$ cat src/rtl/fetch_hold_ctrl_pkg.sv
// rtl/fetch_hold_ctrl_pkg.sv - shared constants, state type and helpers for the fetch/hold controller
package fetch_hold_ctrl_pkg;

    localparam int INSN_W   = 32;
    localparam int OPCODE_W = 6;

    localparam logic [31:0]         PC_RESET_DEF = 32'h0000_3000;
    localparam logic [INSN_W-1:0]   NOP          = 32'h0000_0000;
    localparam logic [OPCODE_W-1:0] OP_BEQ       = 6'b000100;

    typedef enum logic {
        ST_RUN  = 1'b0,
        ST_HOLD = 1'b1
    } fetch_state_e;

    // Redirect targets are word addresses; the low two bits carry no meaning.
    function automatic logic [31:0] align_word(input logic [31:0] addr);
        return addr & ~32'h0000_0003;
    endfunction

endpackage

$ cat src/rtl/fetch_hold_ctrl_hold_ctr.sv
// rtl/fetch_hold_ctrl_hold_ctr.sv - saturating stall counter, stop run-length watchdog and sticky hang flag
module fetch_hold_ctrl_hold_ctr #(
    parameter int WD_LIMIT = 16,
    parameter int CNT_W    = 32
) (
    input  logic             clk,
    input  logic             rst,
    input  logic             stop_i,
    output logic [CNT_W-1:0] stall_cnt_o,
    output logic             hang_o
);

    localparam int              RUN_W   = $clog2(WD_LIMIT + 1);
    localparam logic [RUN_W-1:0] RUN_MAX = RUN_W'(WD_LIMIT);

    logic [CNT_W-1:0] cnt_q, cnt_d;
    logic [RUN_W-1:0] run_q, run_d;
    logic             hang_q, hang_d;

    always_ff @(posedge clk or posedge rst) begin
        if (rst) begin
            cnt_q  <= '0;
            run_q  <= '0;
            hang_q <= 1'b0;
        end else begin
            cnt_q  <= cnt_d;
            run_q  <= run_d;
            hang_q <= hang_d;
        end
    end

    always_comb begin
        cnt_d  = cnt_q;
        run_d  = run_q;
        hang_d = hang_q;
        if (stop_i) begin
            if (cnt_q != {CNT_W{1'b1}}) begin
                cnt_d = cnt_q + CNT_W'(1);
            end
            if (run_q != RUN_MAX) begin
                run_d = run_q + RUN_W'(1);
            end
            // Hang latches on the very edge the run length reaches the limit.
            if (run_d == RUN_MAX) begin
                hang_d = 1'b1;
            end
        end else begin
            run_d = '0;
        end
    end

    assign stall_cnt_o = cnt_q;
    assign hang_o      = hang_q;

endmodule

$ cat src/rtl/fetch_hold_ctrl.sv
// rtl/fetch_hold_ctrl.sv - PC and IF/ID owner that freezes on stop and requests an ID/EX bubble
module fetch_hold_ctrl
    import fetch_hold_ctrl_pkg::*;
#(
    parameter logic [31:0] PC_RESET = PC_RESET_DEF,
    parameter int          WD_LIMIT = 16,
    parameter int          CNT_W    = 32
) (
    input  logic              clk,
    input  logic              reset,
    input  logic              stop,
    input  logic              br_taken,
    input  logic [31:0]       br_target,
    input  logic [INSN_W-1:0] ins_in,
    output logic [31:0]       pc,
    output logic [INSN_W-1:0] ins_IF_ID,
    output logic [31:0]       pc4_IF_ID,
    output logic              valid_IF_ID,
    output logic              bubble_ID_EX,
    output logic [CNT_W-1:0]  stall_cnt,
    output logic              hang
);

    logic [31:0]       pc_q, pc_d;
    logic [INSN_W-1:0] ins_q, ins_d;
    logic [31:0]       pc4_q, pc4_d;
    logic              valid_q, valid_d;
    fetch_state_e      state_q, state_d;
    logic [31:0]       pc_plus4;

    always_ff @(posedge clk or posedge reset) begin
        if (reset) begin
            pc_q    <= PC_RESET;
            ins_q   <= NOP;
            pc4_q   <= 32'h0;
            valid_q <= 1'b0;
            state_q <= ST_RUN;
        end else begin
            pc_q    <= pc_d;
            ins_q   <= ins_d;
            pc4_q   <= pc4_d;
            valid_q <= valid_d;
            state_q <= state_d;
        end
    end

    assign pc_plus4 = pc_q + 32'd4;

    // Delay-slot semantics: a redirect only steers the PC, IF/ID still takes the slot instruction.
    always_comb begin
        pc_d    = pc_q;
        ins_d   = ins_q;
        pc4_d   = pc4_q;
        valid_d = valid_q;
        if (!stop) begin
            ins_d   = ins_in;
            pc4_d   = pc_plus4;
            valid_d = 1'b1;
            pc_d    = br_taken ? align_word(br_target) : pc_plus4;
        end
    end

    // Diagnostic state only; no datapath action depends on it.
    always_comb begin
        state_d = state_q;
        case (state_q)
            ST_RUN:  if (stop)  state_d = ST_HOLD;
            ST_HOLD: if (!stop) state_d = ST_RUN;
            default: state_d = ST_RUN;
        endcase
    end

    fetch_hold_ctrl_hold_ctr #(
        .WD_LIMIT (WD_LIMIT),
        .CNT_W    (CNT_W)
    ) u_hold_ctr (
        .clk         (clk),
        .rst         (reset),
        .stop_i      (stop),
        .stall_cnt_o (stall_cnt),
        .hang_o      (hang)
    );

    logic unused_id_is_beq;
    assign unused_id_is_beq = (ins_q[INSN_W-1 -: OPCODE_W] == OP_BEQ);

    assign pc           = pc_q;
    assign ins_IF_ID    = ins_q;
    assign pc4_IF_ID    = pc4_q;
    assign valid_IF_ID  = valid_q;
    assign bubble_ID_EX = stop;

endmodule

$ cat config.mk
export PLATFORM = sky130hd
export DESIGN_NAME = fetch_hold_ctrl
export DESIGN_NICKNAME = d
export VERILOG_FILES = /design/src/rtl/fetch_hold_ctrl_pkg.sv /design/src/rtl/fetch_hold_ctrl_hold_ctr.sv /design/src/rtl/fetch_hold_ctrl.sv
export SDC_FILE = /design/constraint.sdc
export NUM_CORES = 1
export LEC_CHECK = 0
export CAP_MARGIN = 20
export CORE_MARGIN = 1
export CORE_UTILIZATION = 51
export CTS_BUF_LIST = sky130_fd_sc_hd__clkbuf_16
export DETAILED_ROUTE_END_ITERATION = 10
export PLACE_DENSITY = 0.87
export RECOVER_POWER = 100
export SYNTH_ARGS = -nofsm -noshare
export SYNTH_HDL_FRONTEND = slang
export SYNTH_SLANG_ARGS = --single-unit
$ cat constraint.sdc
create_clock -name clk -period 10.1 [get_ports clk]
set_input_delay 1.515 -clock clk [delete_from_list [all_inputs] [get_ports clk]]
set_output_delay 1.515 -clock clk [all_outputs]
set_load 0.005 [all_outputs]
==> impl_metrics.csv, run 1 <==
group,metric,value,unit
flow_run,cap_viol_max_count,2,
placed_design,place.gp.congestion,0.821,
worst_setup_path,cp.arrival,4.04,ns
global_route,grt_max_degree,87,
detailed_routing,via_count,5444,
die,die_w,114,um
clock_tree,path_clk_slew,0.05,ns
power,seqPwrFrac,0.428,
global_route,antenna_found_initial,0,
clock_tree,cts_tree,"yes",
clock_tree,ctsHtreeMaxLevel,4,
global_route,grt_use_met3,0.0850,
final_layout,stdcell_area,8900,um2
sta,hold_viol_final,0,
worst_setup_path,cp_max_fo,53,
synth,yosys-top-cells-area,"dfrtp_1, mux2_2, xor2_1",
die,die_y,114,um
synth,yosys.cell_types.count,52,
sta,maxSlewViolCount,116,
synth,synth_area,6380,um2
final_layout,diodes,0,
power,clkPwrFrac,0.385,
global_route,grt_pass1_vias,5416,
synth,ys_ff_latch,131,
die,placementRows,40,
global_route,busiest_layer,"met2",
detailed_routing,drc_errors,0,
die,coreArea,12100,um2
global_route,grt_util_met1,0.346,
power,power.leakage,3.76,nW
detailed_routing,ant_nets,0,
power,p_sw,0.000420,W
power,power_density,176,nW/um2
die,ios,199,
run_status,violations,"capacitance limit, slew limit",
synth,syn_inst,609,
worst_setup_path,crit_path_start_kind,"input pin",
sta,setup_viol,0,
sta,period_minus_slack,5.56,ns
synth,synth_warnings,0,
sta,clock_skew,0.00690,ns
detailed_routing,wl_per_cell,17.3,um
worst_setup_path,worstPathRequired,8.59,ns
synth,yosysTopAreaCell,"dfrtp_1",
synth,synthFlopType,"dfrtp_1",
final_layout,drive_above_1_share,0.0893,
die,start_util,0.527,
worst_setup_path,path_cells,"clkbuf_1 > dlygate4sd3_1",
worst_setup_path,slowest_delay,1.76,ns
worst_setup_path,worst-setup-path-type,"in -> out",
power,peakVddDrop,0.137,mV
final_layout,areaGrowthSynthToFinish,39.6,%
sta,rsz0062_at_grt,"no",
synth,yosysSeqAreaShare,0.514,
final_layout,fin_nets,854,
sta,fin_crit_sh,0.550,
worst_setup_path,cp.buffers_inverters,2,
clock_tree,clockBufferDepth,2,
global_route,grt_pass1_wl,27600,um
hold_path,hold_path.class,"reg -> reg",
global_route,grt_overflow,0,
worst_setup_path,cp_top_family,"buffers and inverters",
synth,synth_edf_count,0,
placed_design,place_hpwl,11400,um
power,cellInternalPower,0.00115,W
placed_design,portBuffers,192,
clock_tree,numClockSinks,131,
final_layout,mostFrequentLayoutCells,"dfrtp_1, dlygate4sd3_1, clkdlybuf4s50_1",
power,pwr-share-comb,0.187,
final_layout,fill_cells,863,
worst_setup_path,r2r_slack,7.59,ns
detailed_routing,dr.pass1.iters,5,
synth,ys_async_sr_fraction,1.00,
sta,tightest_slew,2.64,ns
global_route,track_usage,0.275,
clock_tree,cts_made_buffers,17,
sta,fin_tns_setup,0,ns
run_status,outcome,"complete, but fails checks",
final_layout,final_common_cell,"dfrtp_1",
worst_setup_path,slowest_stage,"clkbuf_1",
synth,synth_top_area_frac,0.506,
sta,slew_headroom,-0.772,
clock_tree,root_buffer,"clkbuf_16",
power,sw_frac_of_total,0.268,
detailed_routing,dr.first_iter.drc_count,399,
clock_tree,post_cts_buffers,0,
placed_design,placed_area,8330,um2
detailed_routing,drt-total-wl,16700,um
die,dieArea,13000,um2
clock_tree,worstSkewPairLatency,0.42,ns
global_route,grt_use_met2,0.431,
clock_tree,hold_buffers,0,
detailed_routing,vias_per_cell,5.65,
sta,fmax,180,MHz
clock_tree,ctsResizeCount,0,
synth,avgSynthCellArea,10.5,um2
worst_setup_path,cp-end-kind,"output port",
[power by group through the flow]
stage          Combinational, W  Sequential (W)  Clock [W]
6_report               0.000292        0.000671   0.000603
2_1_floorplan          0.000134        0.000664          0
4_1_cts                0.000320        0.000673   0.000613
3_5_place_dp           0.000318        0.000680          0
3_3_place_gp           0.000309        0.000674          0
5_1_grt                0.000321        0.000684   0.000636
[cell families after synthesis]
| logic type | after synthesis | synth area share |
|---|---|---|
| AOI/OAI and AO/OA | 109 | 0.110 |
| xor gates and xnor gates | 58 | 0.0797 |
| adders and majority gates | 4 | 0.00785 |
| buffers and inverters | 53 | 0.0386 |
| DFF | 131 | 0.514 |
| muxes | 37 | 0.0649 |
| other | 1 | 0.000588 |
| and+or+nand+nor | 216 | 0.184 |
[through the flow]
| step | worst slack (ns) | hold WS, ns | util | cells | total power (W) |
|---|---|---|---|---|---|
| 2_1_floorplan | 5.09 | 0.459 | - | 612 | 0.000798 |
| 3_3_place_gp | 5.98 | 0.449 | 0.688 | 930 | 0.000982 |
| 3_5_place_dp | 5.97 | 0.461 | 0.688 | 930 | 0.000998 |
| 4_1_cts | 5.97 | 0.478 | 0.735 | 962 | 0.00161 |
| 5_1_grt | 4.26 | 0.490 | 0.735 | 963 | 0.00164 |
| 6_report | 4.54 | 0.466 | 0.735 | 963 | 0.00157 |
[worst reg2reg max path: cells and delay by family, from the launching register on]
kind / cells / cell delay (ns)
adders and majority gates: 1 / 0.29
DFF: 1 / 0.43
AOI/OAI and AO/OA: 1 / 0.13
and+or+nand+nor: 4 / 1.57
[final timing paths]
kind | startpoint | cells past startpoint | endpoint
max | stop | 2 | bubble_ID_EX
min | valid_IF_ID | 1 | valid_IF_ID
max reg2reg | pc[2] | 6 | pc[22]
min reg2reg | valid_IF_ID | 1 | valid_IF_ID
max in group asynchronous | reset | 3 | pc4_IF_ID[23]
min in group asynchronous | reset | 2 | u_hold_ctr.stall_cnt_o[24]
[per-layer routing]
layer	share of wire	wire, um
met1	0.42	6930
met2	0.48	8080
met3	0.069	1150
met4	0.030	492
met5	0	0
[cells in the mapped netlist (18+ instances only)]
cell / n
clkbuf_1: 22
dfrtp_1: 129
nand4_1: 22
nand2_1: 52
xor2_1: 32
mux2_2: 35
nor2_1: 25
o21ai_0: 45
xnor2_1: 26
nand3_1: 35
nor3_1: 18
[cell type report]
| cell class | count | area, um2 | share of cell area |
|---|---|---|---|
| timing repair buffer | 196 | 1940 | 0.218 |
| inverter | 8 | 31.3 | 0.00351 |
| multi-input combinational | 428 | 2860 | 0.322 |
| clock buffer | 17 | 425 | 0.0478 |
| sequential | 131 | 3280 | 0.369 |
| tap | 168 | 210 | 0.0236 |
| clock inverter | 15 | 149 | 0.0167 |
[registers in the layout, summed over array words and instances (netlist names)]
signal	flops
ins_IF_ID	32
pc	30
pc4_IF_ID	30
u_hold_ctr.hang_o	1
u_hold_ctr.run_q	5
u_hold_ctr.stall_cnt_o	32
valid_IF_ID	1
No activity file was read; power rests on OpenSTA's default activity.
==> run 2, diff against run 1 <==
CORE_UTILIZATION = 47   (was 51)
PLACE_DENSITY = 0.81   (was 0.87)
clock period = 5.5 ns   (was 10.1 ns; I/O delays follow)
==> run 2 against run 1 <==
The flow still finishes with violations (capacitance limit, slew limit); worst setup slack worse by 2.8 ns; global-route usage down 3.6 points; hold slack worse by 0.0051 ns; combinational power up 84%; count of clock-buffer cells in the layout unchanged; flip-flop and latch count unchanged; clock skew up 0.0048 ns; critical endpoint is now u_hold_ctr.stall_cnt_o[30].
==> impl_metrics.csv, run 2 (same netlist as run 1, synthesis figures left out) <==
group,metric,value,unit
run_status,outcome,"complete, but fails checks",
run_status,violations,"capacitance limit, slew limit",
detailed_routing,ant_nets,0,
die,die_w,118,um
worst_setup_path,slowest_stage,"clkbuf_1",
sta,period_minus_slack,3.79,ns
die,ios,199,
sta,setup_viol,0,
worst_setup_path,worst-setup-path-type,"in -> reg",
placed_design,place.gp.congestion,0.835,
worst_setup_path,cp.arrival,4.09,ns
detailed_routing,drc_errors,0,
global_route,antenna_found_initial,0,
placed_design,placed_cells,939,
die,start_util,0.482,
final_layout,fin_util,0.673,
sta,slew_headroom,-0.661,
placed_design,portBuffers,192,
worst_setup_path,cp_top_family,"buffers and inverters",
clock_tree,path_clk_slew,0.05,ns
worst_setup_path,crit_path_start_kind,"input pin",
final_layout,fin_nets,854,
die,placementRows,42,
final_layout,areaGrowthSynthToFinish,39.7,%
sta,rsz0062_at_grt,"no",
final_layout,final_common_cell,"dfrtp_1",
detailed_routing,dr.pass1.iters,5,
global_route,grt_max_degree,106,
sta,setup_ws,1.71,ns
sta,maxSlewViolCount,93,
clock_tree,ctsResizeCount,0,
sta,hold_ws,0.461,ns
die,dieArea,14000,um2
worst_setup_path,worstPathRequired,5.80,ns
clock_tree,cts_made_buffers,17,
final_layout,final_cells,970,
sta,fmax,264,MHz
sta,fin_tns_setup,0,ns
worst_setup_path,cp-end-kind,"register",
hold_path,hold_path.class,"reg -> reg",
placed_design,place_hpwl,11400,um
sta,hold_viol_final,0,
detailed_routing,drt-total-wl,16300,um
sta,clock_skew,0.0117,ns
power,peakVddDrop,0.188,mV
sta,fin_crit_sh,0.689,
worst_setup_path,slowest_delay,1.19,ns
detailed_routing,vias_per_cell,5.60,
clock_tree,hold_buffers,0,
flow_run,cap_viol_max_count,2,
global_route,grt_pass1_vias,5266,
global_route,grt_overflow,0,
final_layout,mostFrequentLayoutCells,"dfrtp_1, dlygate4sd3_1, clkdlybuf4s50_1",
die,die_y,118,um
clock_tree,post_cts_buffers,0,
global_route,track_usage,0.240,
power,power_density,322,nW/um2
clock_tree,clockBufferDepth,2,
detailed_routing,dr.first_iter.drc_count,345,
clock_tree,numClockSinks,131,
detailed_routing,wl_per_cell,16.8,um
final_layout,drive_above_1_share,0.0894,
clock_tree,root_buffer,"clkbuf_16",
worst_setup_path,cp_max_fo,34,
clock_tree,cts_tree,"yes",
die,coreArea,13200,um2
final_layout,diodes,0,
detailed_routing,via_count,5429,
clock_tree,worstSkewPairLatency,0.42,ns
worst_setup_path,cp.buffers_inverters,2,
placed_design,dp_slack,2.08,ns
sta,tightest_slew,2.48,ns
clock_tree,ctsHtreeMaxLevel,4,
power,power.leakage,3.75,nW
worst_setup_path,path_cells,"clkbuf_1 > inv_1 > a2111oi_4 > nand4_1 > xnor2_1",
global_route,grt_pass1_wl,26400,um
[run 2: where the power goes]
| group | leakage, nW | internal [W] | total, W | switching (W) |
|---|---|---|---|---|
| Combinational | 1.87 | 0.000319 | 0.000538 | 0.000219 |
| Clock | 0.276 | 0.000697 | 0.00110 | 0.000402 |
| Sequential | 1.60 | 0.00109 | 0.00123 | 0.000139 |
[run 2: cell type report]
type	count	area [um2]
Clock buffer	17	425
Inverter	8	31.3
Multi-Input combinational cell	428	2860
Fill cell	1040	4330
Clock inverter	14	146
Tap cell	176	220
Timing Repair Buffer	196	1950
Sequential cell	131	3280
[run 2: metrics by stage]
stage                     instance area, um2  total power [W]
final                                   8910          0.00287
after global routing                    8910          0.00299
after CTS                               8920          0.00294
after detailed placement                8340          0.00183
after global placement                  8340          0.00181
after floorplan                         6390          0.00147
[run 2: path summary, 6_finish.rpt]
kind                                  start                    endpoint  slack, ns  depth (start not counted)
worst max-delay path                   stop  u_hold_ctr.stall_cnt_o[30]       1.71                          5
worst min-delay path            valid_IF_ID                 valid_IF_ID       0.46                          1
max in group asynchronous             reset  u_hold_ctr.stall_cnt_o[31]       2.53                          3
worst min register to register  valid_IF_ID                 valid_IF_ID       0.46                          1
worst max register to register        pc[2]                      pc[22]       2.98                          6
min in group asynchronous             reset                ins_IF_ID[4]       1.57                          2
[run 2: layer usage]
layer | track usage | vias up | part of all wire
li1 | - | 2541 | -
met1 | 0.297 | 2689 | 0.41
met2 | 0.398 | 184 | 0.51
met3 | 0.0753 | 15 | 0.069
met4 | 0.0759 | 0 | 0.011
met5 | 0 | - | 0
[run 2: worst reg2reg max path, stage by stage (launching register included)]
cell	delay, ns
dfrtp_1	0.42
ha_1	0.30
and4_1	0.33
and3_1	0.54
nand2_1	0.31
or3_1	0.41
a21oi_1	0.13
==> run 3, diff against run 2 <==
clock period = 3.5 ns   (was 5.5 ns; I/O delays follow)
==> run 3 against run 2 <==
Sequential power grew 58%; largest cell class unchanged; the run still ends with capacitance limit, slew limit left; register-to-register slack lost 2.2 ns; combinational power grew 57%.
==> impl_metrics.csv, run 3 (same netlist as run 1, synthesis figures left out) <==
group,metric,value,unit
sta,fin_crit_sh,0.810,
final_layout,drive_above_1_share,0.0792,
final_layout,fill_cells,1058,
sta,hold_viol_final,0,
global_route,grt_overflow,0,
clock_tree,path_clk_slew,0.05,ns
worst_setup_path,cpMostUsedCell,"o21ai_0",
hold_path,hold_path.class,"reg -> reg",
detailed_routing,via_count,5357,
sta,period_minus_slack,2.83,ns
final_layout,areaGrowthSynthToFinish,38.5,%
worst_setup_path,slowest_delay,1.39,ns
final_layout,fin_util,0.667,
final_layout,mostFrequentLayoutCells,"dfrtp_1, dlygate4sd3_1, clkdlybuf4s50_1",
run_status,violations,"capacitance limit, slew limit",
placed_design,portBuffers,192,
power,peakVddDrop,0.233,mV
worst_setup_path,cp_top_family,"buffers and inverters",
worst_setup_path,path_cells,"dlygate4sd3_1 > clkbuf_1 > o21ai_0 > a22oi_1 > o21ai_0",
detailed_routing,drc_errors,0,
global_route,antenna_found_initial,0,
flow_run,cap_viol_max_count,4,
power,power_density,491,nW/um2
detailed_routing,drt-total-wl,16600,um
clock_tree,hold_buffers,0,
clock_tree,root_buffer,"clkbuf_16",
clock_tree,clockBufferDepth,2,
clock_tree,ctsResizeCount,0,
sta,maxSlewViolCount,265,
die,die_w,118,um
global_route,track_usage,0.248,
final_layout,final_common_cell,"dfrtp_1",
global_route,grt_pass1_vias,5423,
die,die_y,118,um
clock_tree,post_cts_buffers,0,
detailed_routing,wl_per_cell,17.1,um
final_layout,seqCellArea,3280,um2
die,placementRows,42,
sta,rsz0062_at_grt,"no",
placed_design,place.gp.congestion,0.794,
worst_setup_path,worstPathRequired,3.72,ns
worst_setup_path,r2r_slack,0.80,ns
sta,slew_headroom,-0.290,
die,coreArea,13200,um2
sta,setup_viol,0,
worst_setup_path,slowest_stage,"clkbuf_1",
global_route,grt_max_degree,132,
detailed_routing,dr.pass1.iters,5,
worst_setup_path,worst-setup-path-type,"in -> reg",
die,ios,199,
final_layout,stdcell_area,8830,um2
clock_tree,ctsHtreeMaxLevel,4,
sta,tightest_slew,1.94,ns
detailed_routing,dr.first_iter.drc_count,403,
sta,fin_tns_setup,0,ns
die,dieArea,14000,um2
worst_setup_path,cp-end-kind,"register",
global_route,grt_pass1_wl,27600,um
detailed_routing,ant_nets,0,
sta,clock_skew,0.00706,ns
sta,fmax,353,MHz
clock_tree,cts_tree,"yes",
final_layout,fin_nets,855,
power,power.leakage,3.74,nW
worst_setup_path,cp_max_fo,46,
detailed_routing,vias_per_cell,5.52,
placed_design,placed_area,8370,um2
final_layout,multi_input_area,2840,um2
run_status,outcome,"complete, but fails checks",
worst_setup_path,cp.buffers_inverters,2,
placed_design,place_hpwl,11200,um
clock_tree,cts_made_buffers,17,
clock_tree,numClockSinks,131,
worst_setup_path,cp.arrival,3.06,ns
clock_tree,worstSkewPairLatency,0.42,ns
die,start_util,0.482,
worst_setup_path,crit_path_start_kind,"input pin",
final_layout,diodes,0,
[run 3: cell types whose count changed in the layout (fill, tap and decap cells not counted), moves of 2 or more]
cell,delta
inv_1,+4
and2_0,+3
and2_1,-3
buf_4,-3
clkbuf_1,+3
bufinv_16,-2
clkinvlp_4,-2
[run 3: stage by stage]
| step | std cells | total power [W] | hold WS [ns] | setup WS (ns) |
|---|---|---|---|---|
| 6_report | 971 | 0.00433 | 0.460 | 0.667 |
| 5_1_grt | 971 | 0.00455 | 0.487 | 0.477 |
| 4_1_cts | 971 | 0.00446 | 0.470 | 1.01 |
| 3_5_place_dp | 940 | 0.00288 | 0.457 | 0.915 |
| 3_3_place_gp | 940 | 0.00284 | 0.450 | 0.958 |
| 2_1_floorplan | 612 | 0.00230 | 0.459 | 1.35 |
[run 3: worst paths after layout]
check                             from           to  depth (start not counted)
min                        valid_IF_ID  valid_IF_ID                          1
max in group asynchronous        reset       pc[24]                          3
min reg2reg                valid_IF_ID  valid_IF_ID                          1
max                           br_taken       pc[31]                          5
max reg2reg                     pc[16]       pc[28]                          5
min in group asynchronous        reset  valid_IF_ID                          3
[run 3: power by group]
part | switching, W | internal (W) | total [W]
clock | 0.000615 | 0.000940 | 0.00155
sequential | 0.000223 | 0.00171 | 0.00194
combinational | 0.000344 | 0.000501 | 0.000845
[run 3: cell type report]
type | instances | share of cell area
repair buffers | 197 | 0.220
flip-flops and latches | 131 | 0.372
inverters | 8 | 0.00383
well taps | 176 | 0.0249
multi-input cells | 428 | 0.322
clock buffers | 17 | 0.0482
clock inverters | 14 | 0.00949
[run 3: worst reg2reg max path, cell delays in order, from the launching register on]
cell and delay, ns:
dfrtp_1 0.48, nand4_1 0.19, nor4_1 1.10, nand4_1 0.35, or3_1 0.44, nand3_1 0.08
[run 3: routing by layer]
layer  GRT usage  share of wire
met1       0.314           0.42
met2       0.396           0.50
met3      0.0719          0.058
met4       0.108          0.022
met5           0              0
